`config.mk`:
```
export PLATFORM = sky130hd
export DESIGN_NAME = bus_arbiter4_flat
export DESIGN_NICKNAME = d
export VERILOG_FILES = /design/src/rtl/bus_arbiter4_pkg.sv /design/src/rtl/bus_arbiter4_if.sv /design/src/rtl/bus_arbiter4_mux4.sv /design/src/rtl/bus_arbiter4.sv /design/src/flat_wrapper.sv
export SDC_FILE = /design/constraint.sdc
export NUM_CORES = 1
export LEC_CHECK = 0
export CORE_MARGIN = 2
export CORE_UTILIZATION = 40
export CTS_CLUSTER_DIAMETER = 100
export DETAILED_ROUTE_END_ITERATION = 10
export PLACE_DENSITY = 0.8
export SYNTH_ARGS = -nofsm -noshare
export SYNTH_HDL_FRONTEND = slang
export SYNTH_SLANG_ARGS = --single-unit
```
`constraint.sdc`:
```
create_clock -name clk -period 4 [get_ports clk]
set_input_delay 1 -clock clk [delete_from_list [all_inputs] [get_ports clk]]
set_output_delay 1 -clock clk [all_outputs]
set_load 0.005 [all_outputs]
```
`src/rtl/bus_arbiter4_pkg.sv`:
```
// Shared constants and types for the four-port round-robin bus arbiter.
// Arbitration mode is selected in bus_arbiter4 by ARB_FIXED_PRIORITY_EN.
package bus_arbiter4_pkg;

  localparam int NREQ      = 4;
  localparam int WIDTH_DEF = 32;

  typedef enum logic {
    IDLE  = 1'b0,
    GRANT = 1'b1
  } state_t;

  // One-hot requester mask for a 2-bit requester index.
  function automatic logic [NREQ-1:0] sel_onehot(input logic [1:0] sel);
    logic [NREQ-1:0] mask;
    mask      = '0;
    mask[sel] = 1'b1;
    return mask;
  endfunction

endpackage

```
`src/rtl/bus_arbiter4_if.sv`:
```
// Requester/consumer bundle of the arbiter.
// The arbiter uses the slave modport; whoever drives requests and consumes words uses master.
interface bus_arbiter4_if
  import bus_arbiter4_pkg::*;
#(
  parameter int WIDTH = WIDTH_DEF
) ();

  logic [NREQ-1:0]  req;
  logic [WIDTH-1:0] d0;
  logic [WIDTH-1:0] d1;
  logic [WIDTH-1:0] d2;
  logic [WIDTH-1:0] d3;
  logic             out_ready;
  logic             out_valid;
  logic [WIDTH-1:0] out_data;
  logic [1:0]       out_sel;
  logic [NREQ-1:0]  ack;

  modport master (
    output req, d0, d1, d2, d3, out_ready,
    input  out_valid, out_data, out_sel, ack
  );

  modport slave (
    input  req, d0, d1, d2, d3, out_ready,
    output out_valid, out_data, out_sel, ack
  );

endinterface

```
`src/rtl/bus_arbiter4_mux4.sv`:
```
// Plain 4:1 datapath multiplexer, WIDTH bits wide.
module bus_arbiter4_mux4 #(
  parameter int WIDTH = 32
) (
  input  logic [1:0]       sel,
  input  logic [WIDTH-1:0] in0,
  input  logic [WIDTH-1:0] in1,
  input  logic [WIDTH-1:0] in2,
  input  logic [WIDTH-1:0] in3,
  output logic [WIDTH-1:0] out
);

  always_comb begin
    out = in0;
    unique case (sel)
      2'd0: out = in0;
      2'd1: out = in1;
      2'd2: out = in2;
      2'd3: out = in3;
    endcase
  end

endmodule

```
`src/rtl/bus_arbiter4.sv`:
```
// Four-requester bus arbiter: round-robin grant, registered mux output, valid/ready to the consumer.
// Define ARB_FIXED_PRIORITY_EN to freeze the pointer at 0 (lowest index always wins).
module bus_arbiter4
  import bus_arbiter4_pkg::*;
#(
  parameter int WIDTH = WIDTH_DEF
) (
  input  logic          clk,
  input  logic          reset,
  bus_arbiter4_if.slave bus
);

  state_t           state;
  logic [1:0]       ptr;
  logic [1:0]       win;
  logic [1:0]       mux_sel;
  logic [1:0]       out_sel_q;
  logic [WIDTH-1:0] mux_out;
  logic [WIDTH-1:0] out_data_q;
  logic             out_valid_q;
  logic             xfer;

  // Rotate req so ptr sits at bit 0, take the lowest set bit, then rotate the index back.
  function automatic logic [1:0] pick_winner(input logic [NREQ-1:0] r, input logic [1:0] p);
    logic [NREQ-1:0] rot;
    logic [1:0]      idx;
    logic [1:0]      k;
    for (int i = 0; i < NREQ; i++) begin
      k      = 2'(i) + p;
      rot[i] = r[k];
    end
    idx = 2'd0;
    for (int i = NREQ - 1; i >= 0; i--) begin
      if (rot[i]) idx = 2'(i);
    end
    return idx + p;
  endfunction

  assign win     = pick_winner(bus.req, ptr);
  assign mux_sel = (state == IDLE) ? win : out_sel_q;
  assign xfer    = out_valid_q & bus.out_ready;

  bus_arbiter4_mux4 #(.WIDTH(WIDTH)) u_mux (
    .sel (mux_sel),
    .in0 (bus.d0),
    .in1 (bus.d1),
    .in2 (bus.d2),
    .in3 (bus.d3),
    .out (mux_out)
  );

  always_ff @(posedge clk) begin
    if (reset) begin
      state       <= IDLE;
      ptr         <= 2'd0;
      out_valid_q <= 1'b0;
      out_data_q  <= '0;
      out_sel_q   <= 2'd0;
    end else begin
      unique case (state)
        IDLE: begin
          if (|bus.req) begin
            out_sel_q   <= win;
            out_data_q  <= mux_out;
            out_valid_q <= 1'b1;
            state       <= GRANT;
          end
        end
        GRANT: begin
          // The IDLE bubble after every accept forces re-arbitration before a repeat grant.
          if (xfer) begin
            out_valid_q <= 1'b0;
`ifdef ARB_FIXED_PRIORITY_EN
            ptr         <= 2'd0;
`else
            ptr         <= out_sel_q + 2'd1;
`endif
            state       <= IDLE;
          end
        end
      endcase
    end
  end

  // A word caught by reset is dropped silently, so reset also masks the ack.
  always_comb begin
    bus.ack = '0;
    if (xfer && !reset) bus.ack = sel_onehot(out_sel_q);
  end

  assign bus.out_valid = out_valid_q;
  assign bus.out_data  = out_data_q;
  assign bus.out_sel   = out_sel_q;

endmodule

```
`src/flat_wrapper.sv`:
```
// flat-port wrapper written by rule: the top's interface ports become plain ports
module bus_arbiter4_flat import bus_arbiter4_pkg::*;
#(
  parameter int WIDTH = WIDTH_DEF
)
  (clk, reset, bus_req, bus_d0, bus_d1, bus_d2, bus_d3, bus_out_ready, bus_out_valid, bus_out_data, bus_out_sel, bus_ack);
  bus_arbiter4_if #(.WIDTH(WIDTH)) bus_i ();
  input  logic clk;
  input  logic reset;
  input wire logic [$bits(bus_i.req)-1:0] bus_req;
  input wire logic [$bits(bus_i.d0)-1:0] bus_d0;
  input wire logic [$bits(bus_i.d1)-1:0] bus_d1;
  input wire logic [$bits(bus_i.d2)-1:0] bus_d2;
  input wire logic [$bits(bus_i.d3)-1:0] bus_d3;
  input wire logic [$bits(bus_i.out_ready)-1:0] bus_out_ready;
  output wire logic [$bits(bus_i.out_valid)-1:0] bus_out_valid;
  output wire logic [$bits(bus_i.out_data)-1:0] bus_out_data;
  output wire logic [$bits(bus_i.out_sel)-1:0] bus_out_sel;
  output wire logic [$bits(bus_i.ack)-1:0] bus_ack;
  assign bus_i.req = bus_req;
  assign bus_i.d0 = bus_d0;
  assign bus_i.d1 = bus_d1;
  assign bus_i.d2 = bus_d2;
  assign bus_i.d3 = bus_d3;
  assign bus_i.out_ready = bus_out_ready;
  assign bus_out_valid = bus_i.out_valid;
  assign bus_out_data = bus_i.out_data;
  assign bus_out_sel = bus_i.out_sel;
  assign bus_ack = bus_i.ack;
  bus_arbiter4 #(.WIDTH(WIDTH)) u_core (.clk(clk), .reset(reset), .bus(bus_i));
endmodule
```
# After elaboration in Yosys (flattened, before gate mapping)
# Index checks and enable logic that the tools add are counted.
dict set report word_totals {
  wordCells 54
  regBits 38
  inputBits 135
  out_inout_bits 39
}
dict set report classes {
  muxes 23
  addsub 5
  order_cmp 6
  n_reduce_logical 8
  n_eq_ne 5
  n_bitwise 2
}
# operator count
set op_table {}
lappend op_table {{$pmux W32 S4} 1}
lappend op_table {{$lt A2 B3 Y1 const B} 5}
lappend op_table {{$mux W2} 5}
lappend op_table {{$mux W1} 9}
lappend op_table {{$bmux W1 S2} 4}
lappend op_table {{$reduce_and A2 Y1} 3}
lappend op_table {{$add A2 B2 Y2 const A} 2}
lappend op_table {{$eq A2 B2 Y1 const B} 2}
lappend op_table {{$mux W4} 1}
lappend op_table {{$ne A2 B2 Y1 const B} 2}
lappend op_table {{$pmux W1 S2} 2}
lappend op_table {{$reduce_or A4 Y1} 1}
lappend op_table {{$add A1 B2 Y2 const A} 1}
lappend op_table {{$add A2 B1 Y2 const B} 1}
lappend op_table {{$add A2 B2 Y2} 1}
lappend op_table {{$demux W1 S2} 1}
lappend op_table {{$eq A2 B1 Y1 const B} 1}
lappend op_table {{$ge A2 B1 Y1 const B} 1}
lappend op_table {{$logic_and A1 B1 Y1} 2}
lappend op_table {{$logic_not A2 Y1} 1}
lappend op_table {{$and A1 B1 Y1} 1}
lappend op_table {{$logic_not A1 Y1} 1}
lappend op_table {{$not A1 Y1} 1}

# Depth between registers and ports, before layout
dict set report logic_depth {
  ltp_word 11
  mapped_depth 13
  depth_no_buf 11
}

# By module
# A second synthesis with hierarchy kept.
dict set report hier_totals {
  hier_cells 250
  area_unflattened_um2 2514.9
}
# mod cells_per_inst seq_area_each_um2 instances area_per_inst_um2
set modules_own_cells {}
lappend modules_own_cells {bus_arbiter4 211 760.7 1 1700.4}
lappend modules_own_cells {bus_arbiter4_mux4 39 0.0 1 814.5}

# Least setup slack after synthesis
# OpenSTA, ideal clock, no wires.
dict set report synth_timing {
  kind {input to register}
  from {input port bus_req[2]}
  to {register u_core.out_data_q[28], in the netlist u_core.bus.out_data[28]}
  path_buffers 2
  t_required_ns 3.926
  setup_slack_ns 0.893
  setup_time_ns 0.074
  cell_stages 11
  t_arrival_ns 3.032
  cell_sequence {buf_2 -> or4_1 -> o2111ai_1 -> ha_1 -> xor2_1 -> nor2_1 -> clkbuf_1 -> nand3_1 -> nand3_1 -> o22ai_1 -> o21ai_0}
}
dict set report synth_via {
  elab_chain_len 10
  word_cells_on_any_way 21
  cone_classes {add/sub (1); eq/ne (3); mux (14); reduce/logical (3)}
}
# item line_no
set synth_lines {}
lappend synth_lines {{start: declaration} flat_wrapper.sv:10} ;# input wire logic [$bits(bus_i.req)-1:0] bus_req;
lappend synth_lines {{$bmux W1 S2} bus_arbiter4.sv:30} ;# rot[i] = r[k];
lappend synth_lines {{$mux W1 (implied by the code)} bus_arbiter4.sv:30}
lappend synth_lines {{$mux W2 (4 in series)} bus_arbiter4.sv:34} ;# if (rot[i]) idx = 2'(i);
lappend synth_lines {{$add A2 B2 Y2} bus_arbiter4.sv:36} ;# return idx + p;
lappend synth_lines {{$mux W2} bus_arbiter4.sv:40} ;# assign mux_sel = (state == IDLE) ? win : out_sel_q;
lappend synth_lines {{$eq A2 B2 Y1 (tied with other cells)} bus_arbiter4_mux4.sv:15} ;# unique case (sel)
lappend synth_lines {{$pmux W32 S4} bus_arbiter4_mux4.sv:15}
lappend synth_lines {{end signal: assignment} bus_arbiter4.sv:64} ;# out_data_q <= mux_out;
lappend synth_lines {{end: declaration} bus_arbiter4.sv:19} ;# logic [WIDTH-1:0] out_data_q;
# Several ways; a longest one is shown, not always the timed one. The select of a mux whose other input is x is not followed.
# A chain may end at the register's enable or synchronous reset.

# Worst setup path after layout
dict set report layout_timing {
  from {input port bus_req[3]}
  to {register u_core.out_data_q[1], in the netlist u_core.bus.out_data[1]}
}
# The elaborated chain is that of the path after synthesis.

==> flow_summary.yaml <==
run_status:
  status: "complete, no violations"
setup_path:
  critical_path.max_stage_delay_ns: 0.71
  path_common_cell: "nand3_1"
  cp.required_ns: 4.22
  critPathArrivalTime_ns: 4.01
  crit_slowest_cell: "nor2_4"
  path_class: "input pin to flop"
  cp_cell_sequence: "clkdlybuf4s50_1, inv_1, and3_1, o21ai_0, o2111ai_1, ha_1, xor2_1, nor2_4, buf_12, nand3_1, nand3_1, o22ai_2, o21ai_1"
  crit_path_end_kind: "flop"
  startpoint_type: "input pin"
  cp_max_fo: 39
cts:
  ctsHoldBuffers: 0
  post_cts_buffers: 0
  numCtsBuffers: 5
  cts_resized: 0
  cts-htree-levels: 2
  insertion_delay_ns: 0.29
  clockRootBuffer: "clkbuf_8"
  cts_tree: "built"
  cts_num_sinks: 38
  clk_pin_slew_worst_paths_ns: 0.07
  clk_path_buf_depth: 2
drt:
  num_vias: 4666
  dr.first_iter.drc_count: 334
  wl_um: 13600
  drc: 0
  viasPerCell: 5.88
  drt.antenna.violating_nets: 0
  route.detailed.wl_per_inst_um: 17.2
  dr.pass1.iters: 5
pwr:
  peakVddDrop_mv: 0.139
  powerDensity_nw_per_um2: 252
  power_mw: 1.39
  leakage_nw: 1.99
logic_synthesis:
  synthArstFlopShare_pct: 0
  synth_seq_cells: 38
  synth_top_area_cell: "dfxtp_1"
  synth_top_area_share_pct: 20.9
  synth_area_leaders: "dfxtp_1, nand3_1, nand2_1"
  postSynthAreaPerCell_sq_um: 6.78
  synth_edf_count: 0
  syn-cell-area_sq_um: 3640
  postSynthCellCount: 536
  ys_types: 33
  synth-seq-area-share_pct: 20.9
  ys_warn_count: 0
  syn_nets: 676
  ys_dominant_reg_cell: "dfxtp_1"
global_route:
  grt-ovfl-total: 0
  grt_first_pass_wirelength_um: 21900
  antenna_found_initial: 0
  grt_max_degree: 40
  grt_pass1_vias: 4697
  grt.total_usage_pct: 26.9
floorplan:
  io-pin-count: 174
  dieArea_sq_um: 9870
  die_h_um: 99.3
  coreArea_sq_um: 8760
  rows: 34
  die_x_um: 99.3
  initial_utilization_pct: 41.5
placed_design:
  io_buffers: 173
  pre_cts_slack_ns: -0.0132
  gp_congestion: 0.888
  dpl.hpwl_um: 9580
  dp.cells: 786
layout:
  n_fill_cell: 781
  register_area_sq_um: 762
  layout.nets: 825
  instances_no_fill: 793
  syn_to_final_growth_pct: 51.5
  final_common_cell: "clkdlybuf4s50_1"
  multi_input_area_sq_um: 2630
  mostFrequentLayoutCells: "clkdlybuf4s50_1, nand2_1, nand3_1"
  drive_gt1_share_pct: 12.8
  antennaDiodeCount: 0
sta:
  slew_headroom_pct: 29.4
  timing_worst_slew_pin_value_ns: 1.06
  clock_skew_ns: 0.00877
  rsz0062_at_grt: "false"
  min_period_ns: 3.80
  slew_viol_final: 0
  setup_viol_count_final: 0
  hold_viol: 0
  tns_ns: 0
  fin_crit_sh_pct: 94.9
  fmax_mhz: 263
  setup_slack_ns: 0.203
run:
  maxCapViolCount: 0
worst_hold_path:
  hold_class: "flop to flop"
==> metal layers <==
layer | vias up | track usage (%) | wire (um)
li1 | 2223 | - | -
met1 | 2132 | 31.5 | 5330
met2 | 268 | 47.6 | 6620
met3 | 43 | 5.20 | 1230
met4 | 0 | 11.6 | 452
met5 | - | 0 | 0
==> registers in the layout (all words and copies together), names as in the netlist <==
name / cells
u_core.bus.out_data: 32
u_core.bus.out_valid: 1
u_core.ptr: 2
u_core.state: 1
u_core.bus.out_sel: 2
==> power breakdown <==
part           internal (mW)  switching, mW
Sequential             0.426         0.0328
Clock                  0.121          0.147
Combinational          0.351          0.314
Total                  0.897          0.493
==> cell type report <==
type | count | share of cell area (%)
repair buffers | 192 | 34.3
clock buffers | 7 | 1.39
well taps | 108 | 2.45
flip-flops and latches | 38 | 13.8
multi-input cells | 444 | 47.8
inverters | 4 | 0.273
==> worst paths after layout <==
path,start,endpoint,slack (ns),cells past startpoint
min,u_core.bus.out_data[5],u_core.bus.out_data[5],0.45,2
max,bus_req[3],u_core.bus.out_data[1],0.20,13
max reg2reg,u_core.ptr[0],u_core.bus.out_data[1],1.10,11
min reg2reg,u_core.bus.out_data[5],u_core.bus.out_data[5],0.45,2
==> through the flow <==
step	hold WS (ns)	instance area (sq um)	utilization (%)
after CTS	0.450	5510	62.8
after global placement	0.436	5430	62.0
after global routing	0.477	5510	62.8
final	0.451	5510	62.8
after detailed placement	0.440	5430	62.0
after floorplan	0.445	3640	-
==> synth_stat cells (all sizes together), types with 3 or more instances <==
cell type    n
nand2      102
nor2        19
mux2        32
ha           5
and2         4
o22ai       32
nand3       97
o21ai       97
dfxtp       38
a211oi       3
a21oi       34
inv          4
clkbuf      34
buf         16
==> worst max-delay path: cells and delay by family <==
family          cells  cell delay [ns]
simple gates        4             1.10
xor+xnor            1             0.18
fa+ha+maj           1             0.21
compound gates      4             0.54
buf+inv             3             0.95
==> cells by family after synthesis <==
logic type,count (synthesis),synth area share (%)
buffers and inverters,54,7.40
DFF,38,20.9
xor gates and xnor gates,2,0.688
adders and majority gates,5,1.72
muxes,34,10.5
AOI/OAI and AO/OA,174,31.1
and+or+nand+nor,229,27.7
Note: power is estimated with default switching activity, not from simulation.
